[config.mk]
export PLATFORM = sky130hd
export DESIGN_NAME = fir_mac_secuencial
export DESIGN_NICKNAME = d
export VERILOG_FILES = /design/src/rtl/filtro_pkg.sv /design/src/rtl/sumador_sat.sv /design/src/rtl/fir_mac_secuencial.sv
export SDC_FILE = /design/constraint.sdc
export NUM_CORES = 1
export LEC_CHECK = 0
export CORE_MARGIN = 5
export CORE_UTILIZATION = 50
export DETAILED_ROUTE_END_ITERATION = 10
export GPL_ROUTABILITY_DRIVEN = 0
export GPL_TIMING_DRIVEN = 0
export PLACE_DENSITY_LB_ADDON = 0.1
export SYNTH_ARGS = -nofsm -noshare
export SYNTH_HDL_FRONTEND = slang
export SYNTH_HIERARCHICAL = 1
export SYNTH_SLANG_ARGS = --single-unit
[constraint.sdc]
create_clock -name Clk -period 4.2 [get_ports Clk]
set_clock_uncertainty 0.05 [all_clocks]
set_input_delay 0.63 -clock Clk [delete_from_list [all_inputs] [get_ports Clk]]
set_output_delay 0.63 -clock Clk [all_outputs]
set_load 0.005 [all_outputs]
[src/rtl/filtro_pkg.sv]
// Shared fixed-point constants and FSM encoding for the Q(1,8,14) filter datapath.
package filtro_pkg;

  localparam int W = 23;
  localparam int S = 1;
  localparam int M = 8;
  localparam int F = 14;

  // Clamp values shared with the saturating multiplier
  localparam logic [W-1:0] SAT_POS = 23'h3FFFFF;
  localparam logic [W-1:0] SAT_NEG = 23'h400000;

  typedef enum logic [1:0] {
    IDLE = 2'd0,
    MAC  = 2'd1,
    OUT  = 2'd2
  } state_t;

endpackage

[src/rtl/sumador_sat.sv]
// Combinational W-bit two's-complement adder that clamps to SAT_POS/SAT_NEG on overflow.
module sumador_sat
  import filtro_pkg::*;
(
  input  logic [W-1:0] a,
  input  logic [W-1:0] b,
  output logic [W-1:0] sum,
  output logic         ovf
);

  logic [W:0] full;

  always_comb begin
    full = {a[W-1], a} + {b[W-1], b};
    // Bits W and W-1 disagree exactly when the true sum does not fit in W bits
    ovf  = full[W] ^ full[W-1];
    if (!ovf)         sum = full[W-1:0];
    else if (full[W]) sum = SAT_NEG;
    else              sum = SAT_POS;
  end

endmodule

[src/rtl/fir_mac_secuencial.sv]
// Sequential N-tap FIR: one multiplier tap per cycle, saturating accumulate, one output per Start.
module fir_mac_secuencial
  import filtro_pkg::*;
#(
  parameter int N = 5
) (
  input  logic         Clk,
  input  logic         Reset_n,
  input  logic         Start,
  input  logic [W-1:0] Xin,
  input  logic         Coef_We,
  input  logic [3:0]   Coef_Addr,
  input  logic [W-1:0] Coef_Data,
  output logic [W-1:0] Mul_A,
  output logic [W-1:0] Mul_B,
  input  logic [W-1:0] Mul_P,
  output logic [W-1:0] Yout,
  output logic         Done,
  output logic         Busy,
  output logic         Sat
);

  state_t       state_q, state_d;
  logic [3:0]   tap_q, tap_d;
  logic [W-1:0] acc_q, acc_d;
  logic [W-1:0] yout_q, yout_d;
  logic         done_q, done_d;
  logic         sat_q, sat_d;
  logic [W-1:0] x_q [N];
  logic [W-1:0] x_d [N];
  logic [W-1:0] coef_q [N];
  logic [W-1:0] coef_d [N];
  logic [W-1:0] sum;
  logic         ovf;

  sumador_sat u_sumador (
    .a  (acc_q),
    .b  (Mul_P),
    .sum(sum),
    .ovf(ovf)
  );

  always_comb begin
    // NOTE: every signal written here gets a default first, so no path can infer a latch.
    state_d = state_q;
    tap_d   = tap_q;
    acc_d   = acc_q;
    yout_d  = yout_q;
    done_d  = 1'b0;
    sat_d   = sat_q;
    x_d     = x_q;
    coef_d  = coef_q;
    Mul_A   = '0;
    Mul_B   = '0;
    Busy    = 1'b0;

    case (state_q)
      IDLE: begin
        // Addresses N and above match no entry and are silently ignored
        for (int k = 0; k < N; k++) begin
          if (Coef_We && Coef_Addr == 4'(k)) coef_d[k] = Coef_Data;
        end
        if (Start) begin
          for (int k = 1; k < N; k++) x_d[k] = x_q[k-1];
          x_d[0]  = Xin;
          acc_d   = '0;
          tap_d   = '0;
          state_d = MAC;
        end
      end

      MAC: begin
        Busy = 1'b1;
        for (int k = 0; k < N; k++) begin
          if (tap_q == 4'(k)) begin
            Mul_A = coef_q[k];
            Mul_B = x_q[k];
          end
        end
        acc_d = sum;
        if (ovf) sat_d = 1'b1;
        if (tap_q == 4'(N - 1)) state_d = OUT;
        else                    tap_d   = tap_q + 4'd1;
      end

      OUT: begin
        yout_d  = acc_q;
        done_d  = 1'b1;
        state_d = IDLE;
      end

      default: state_d = IDLE;
    endcase
  end

  always_ff @(posedge Clk or negedge Reset_n) begin
    if (!Reset_n) begin
      state_q <= IDLE;
      tap_q   <= '0;
      acc_q   <= '0;
      yout_q  <= '0;
      done_q  <= 1'b0;
      sat_q   <= 1'b0;
      // NOTE: delay line and coefficient bank are explicitly cleared; a reset filter must output zero.
      for (int k = 0; k < N; k++) begin
        x_q[k]    <= '0;
        coef_q[k] <= '0;
      end
    end else begin
      // NOTE: non-blocking assignments so every flop samples the pre-edge values.
      state_q <= state_d;
      tap_q   <= tap_d;
      acc_q   <= acc_d;
      yout_q  <= yout_d;
      done_q  <= done_d;
      sat_q   <= sat_d;
      x_q     <= x_d;
      coef_q  <= coef_d;
    end
  end

  assign Yout = yout_q;
  assign Done = done_q;
  assign Sat  = sat_q;

endmodule

==> impl_metrics.env <==
export IMPL_utilization_pct=62.60
export IMPL_power_dens_cells_nw_per_um2=823.5
export IMPL_critical_path_peak_fanout=10
export IMPL_post_route_cells_drive_above_1_share_pct=16.21
export IMPL_clock_tree_buffer_depth=3
export IMPL_timing_critical_path_to_type="output port"
export IMPL_critPathSlowestCell="sky130_fd_sc_hd__clkdlybuf4s50_1"
export IMPL_dp_final_hpwl_mm=24.61
export IMPL_initial_antenna_violation_count=1
export IMPL_clk_latency_ns=0.50
export IMPL_synth_top_flop_cell="sky130_fd_sc_hd__dfrtp_1"
export IMPL_worstReg2RegStart="acc_q[0]"
export IMPL_crit_path_max_incr_delay_ns=0.57
export IMPL_die_w_um=176.3
export IMPL_hold_path_class="in -> async"
export IMPL_finalSetupViolations=0
export IMPL_worst_ep_required_time_ns=3.52
export IMPL_power_w=0.01397
export IMPL_crit_arrival_ns=3.38
export IMPL_vias=10830
export IMPL_power_share_clock_pct=20.4
export IMPL_period_needed_ns=4.062
export IMPL_async_flop_share_pct=100.0
export IMPL_grt_start_max_net_pins=111
export IMPL_final_cell_mix="sky130_fd_sc_hd__nand2_1, sky130_fd_sc_hd__dfrtp_1, sky130_fd_sc_hd__clkdlybuf4s50_1, sky130_fd_sc_hd__mux2_2, sky130_fd_sc_hd__clkbuf_1"
export IMPL_category_of_the_most_critical_setup_path="reg -> out"
export IMPL_drt_pre_antenna_iters=5
export IMPL_syn_nets=1427
export IMPL_timing_critical_path_buf_inv=4
export IMPL_first_iter_violations=891
export IMPL_netSwitchingPower_w=0.005316
export IMPL_ys_warnings_count=6
export IMPL_clk_transition_reported_paths_ns=0.06
export IMPL_totalWireLength_mm=36.36
export IMPL_switching_share_pct=38.05
export IMPL_cell_type_group_with_the_largest_total_delay_on_the_critical_path="buffers and inverters"
export IMPL_antenna_left=0
export IMPL_critPathLaunch="tap_q[0]"
export IMPL_cell_with_the_most_instances_on_the_worst_path="sky130_fd_sc_hd__clkbuf_1"
export IMPL_r2r_worst_path_cells=12
export IMPL_wire_per_inst_um=19.11
export IMPL_status="complete, no violations"
export IMPL_post_synth_inst_count=1322
export IMPL_timing_reg2reg_setup_slack_ns=0.82
export IMPL_numPortBuffers=148
export IMPL_setup_total_negative_slack_ns=0
export IMPL_sequentialPowerShare_pct=33.5
export IMPL_core_rowCount=60
export IMPL_final_critical_path_setup_slack_ns=0.1379
export IMPL_combinationalPowerShare_pct=46.1
export IMPL_cts_root_buffer="sky130_fd_sc_hd__clkbuf_16"
export IMPL_synth_cell_type_count=67
export IMPL_design_die_area_um2=31090
export IMPL_tritoncts_clock_tree="done"
export IMPL_synth_seq_area_share_pct=51.38
export IMPL_final_min_period_over_clock_period_pct=96.72
export IMPL_timing_critical_path_cells="inv_1, ha_2, nand3b_1, or2_2, clkbuf_1, clkbuf_1, o22ai_1, clkdlybuf4s50_1"
export IMPL_initial_utilization_pct=51.04
export IMPL_timing_max_slew_rel_slack_pct=47.33
export IMPL_cts_sinks=284
export IMPL_timing_fmax_ghz=0.2462
export IMPL_setup_worst_path_start_class="register"
export IMPL_top_level_ports=149
export IMPL_tightestPinTransition_ns=0.7901
export IMPL_area_growth_synth_to_final_pct=22.65
export IMPL_internal_power_w=0.008655
export IMPL_post_placement_setup_slack_ns=0.1743
export IMPL_vias_per_cell=5.690
export IMPL_grt_pass1_vias=10870
export IMPL_grt_setup_unrepaired="true"
export IMPL_final_common_cell="sky130_fd_sc_hd__nand2_1"
export IMPL_power_ir_vdd_worst_mv=0.3831
export IMPL_maxSlewViolCount=0
export IMPL_synth_ff_latch_count=284
export IMPL_rr_endpoint="acc_q[7]"
export IMPL_grt_first_pass_wirelength_mm=58.73
export IMPL_core_area_um2=27100
export IMPL_grt_use_total_pct=23.29
export IMPL_globalRoute_totalOverflow=0
export IMPL_hold_viol_final=0
export IMPL_finish_net_count=1613
export IMPL_power_leakage_nw=7.878
export IMPL_h_tree_depth=2
export IMPL_avgSynthCellArea_um2=10.46
export IMPL_synth_enable_flop_cells=0
export IMPL_number_of_drc_violations_after_detailed_routing=0
export IMPL_die_height_um=176.3
export IMPL_cts_buffers=34
export IMPL_cts_post_setup_buffers_inserted=0
export IMPL_max_cap_viol_count=0
export IMPL_synthesis_area_um2=13830
[cell type report]
| type | instances | area, um^2 |
|---|---|---|
| clock inverters | 7 | 63.81 |
| plain buffers | 93 | 419.2 |
| flip-flops and latches | 284 | 7107 |
| inverters | 29 | 108.9 |
| well taps | 372 | 465.4 |
| clock buffers | 51 | 1026 |
| multi-input cells | 916 | 6231 |
| fillers | 2323 | 10140 |
| diodes | 1 | 2.502 |
| repair buffers | 150 | 1541 |
[stage by stage]
step | std cells | cell area, um^2 | hold slack, ns
floorplan | 1322 | 13830 | 0.2844
global placement | 1842 | 15780 | 0.4164
detailed placement | 1844 | 15840 | 0.4283
CTS | 1902 | 16940 | 0.06885
global route | 1903 | 16970 | 0.09449
finish | 1903 | 16970 | 0.04333
[power by group through the flow]
stage	sequential, W	combinational (W)	clock, W
5_1_grt	0.00483	0.00711	0.00303
2_1_floorplan	0.00448	0.00420	0
4_1_cts	0.00467	0.00644	0.00291
3_3_place_gp	0.00467	0.00629	0
6_report	0.00468	0.00644	0.00285
3_5_place_dp	0.00470	0.00639	0
[sequential cells by signal (all words and copies together) (netlist names)]
| register | count |
|---|---|
| acc_q | 23 |
| coef_q | 115 |
| Yout | 23 |
| state_q | 2 |
| Sat | 1 |
| Done | 1 |
| x_q | 115 |
| tap_q | 4 |
[cells by family (layout without fill, tap and decap cells)]
| logic type | count (synthesis) | after routing | synth area share [%] |
|---|---|---|---|
| and+or+nand+nor | 465 | 465 | 14.79 |
| buffers and inverters | 122 | 330 | 3.745 |
| AOI/OAI and AO/OA | 259 | 259 | 13.95 |
| muxes | 140 | 140 | 11.92 |
| DFF | 284 | 284 | 51.38 |
| adders and majority gates | 34 | 34 | 3.075 |
| other | 0 | 1 | 0 |
| xor gates and xnor gates | 18 | 18 | 1.140 |
[what timing repair did]
action                     4_1_cts  5_1_grt
hold buffers                     0        0
gates cloned                     0        0
setup endpoints to repair       26       22
gates resized for setup          3       13
[Yosys cell counts, drive strengths merged (11+ instances only)]
cell     number  area share [%]
a211oi       25             1.4
a21o         11            0.60
a21oi        35             1.4
a221oi       25             1.7
and3b        22             1.4
buf          24             1.1
clkbuf       69             1.9
dfrtp       284              51
ha           27             2.4
inv          28            0.76
mux2        138              12
nand2       367              10
nand3        29             1.0
nor2         12            0.34
o21ai        41             1.5
o221ai       46             2.9
o22ai        22             1.0
o2bb2ai      24             1.6
xnor2        12            0.76
[per-layer routing]
| metal | vias to the layer above | global-route usage, % | part of all wire (%) |
|---|---|---|---|
| met5 | - | 0 | 0 |
| li1 | 5057 | - | - |
| met4 | 0 | 5.880 | 2.0 |
| met2 | 303 | 36.80 | 46 |
| met3 | 57 | 3.662 | 5.5 |
| met1 | 5412 | 33.88 | 46 |
[how the worst max path moves through the flow]
stage | cells past startpoint | slack, ns | to
final | 8 | 0.14 | Mul_B[17]
after floorplan | 13 | 1.12 | acc_q[19]
after global placement | 1 | -10.02 | coef_q[52]
after CTS | 9 | 0.08 | Mul_A[3]
after detailed placement | 13 | 0.17 | acc_q[9]
after global routing | 8 | -0.004 | Mul_B[22]
Note: power is estimated with default switching activity, not from simulation.
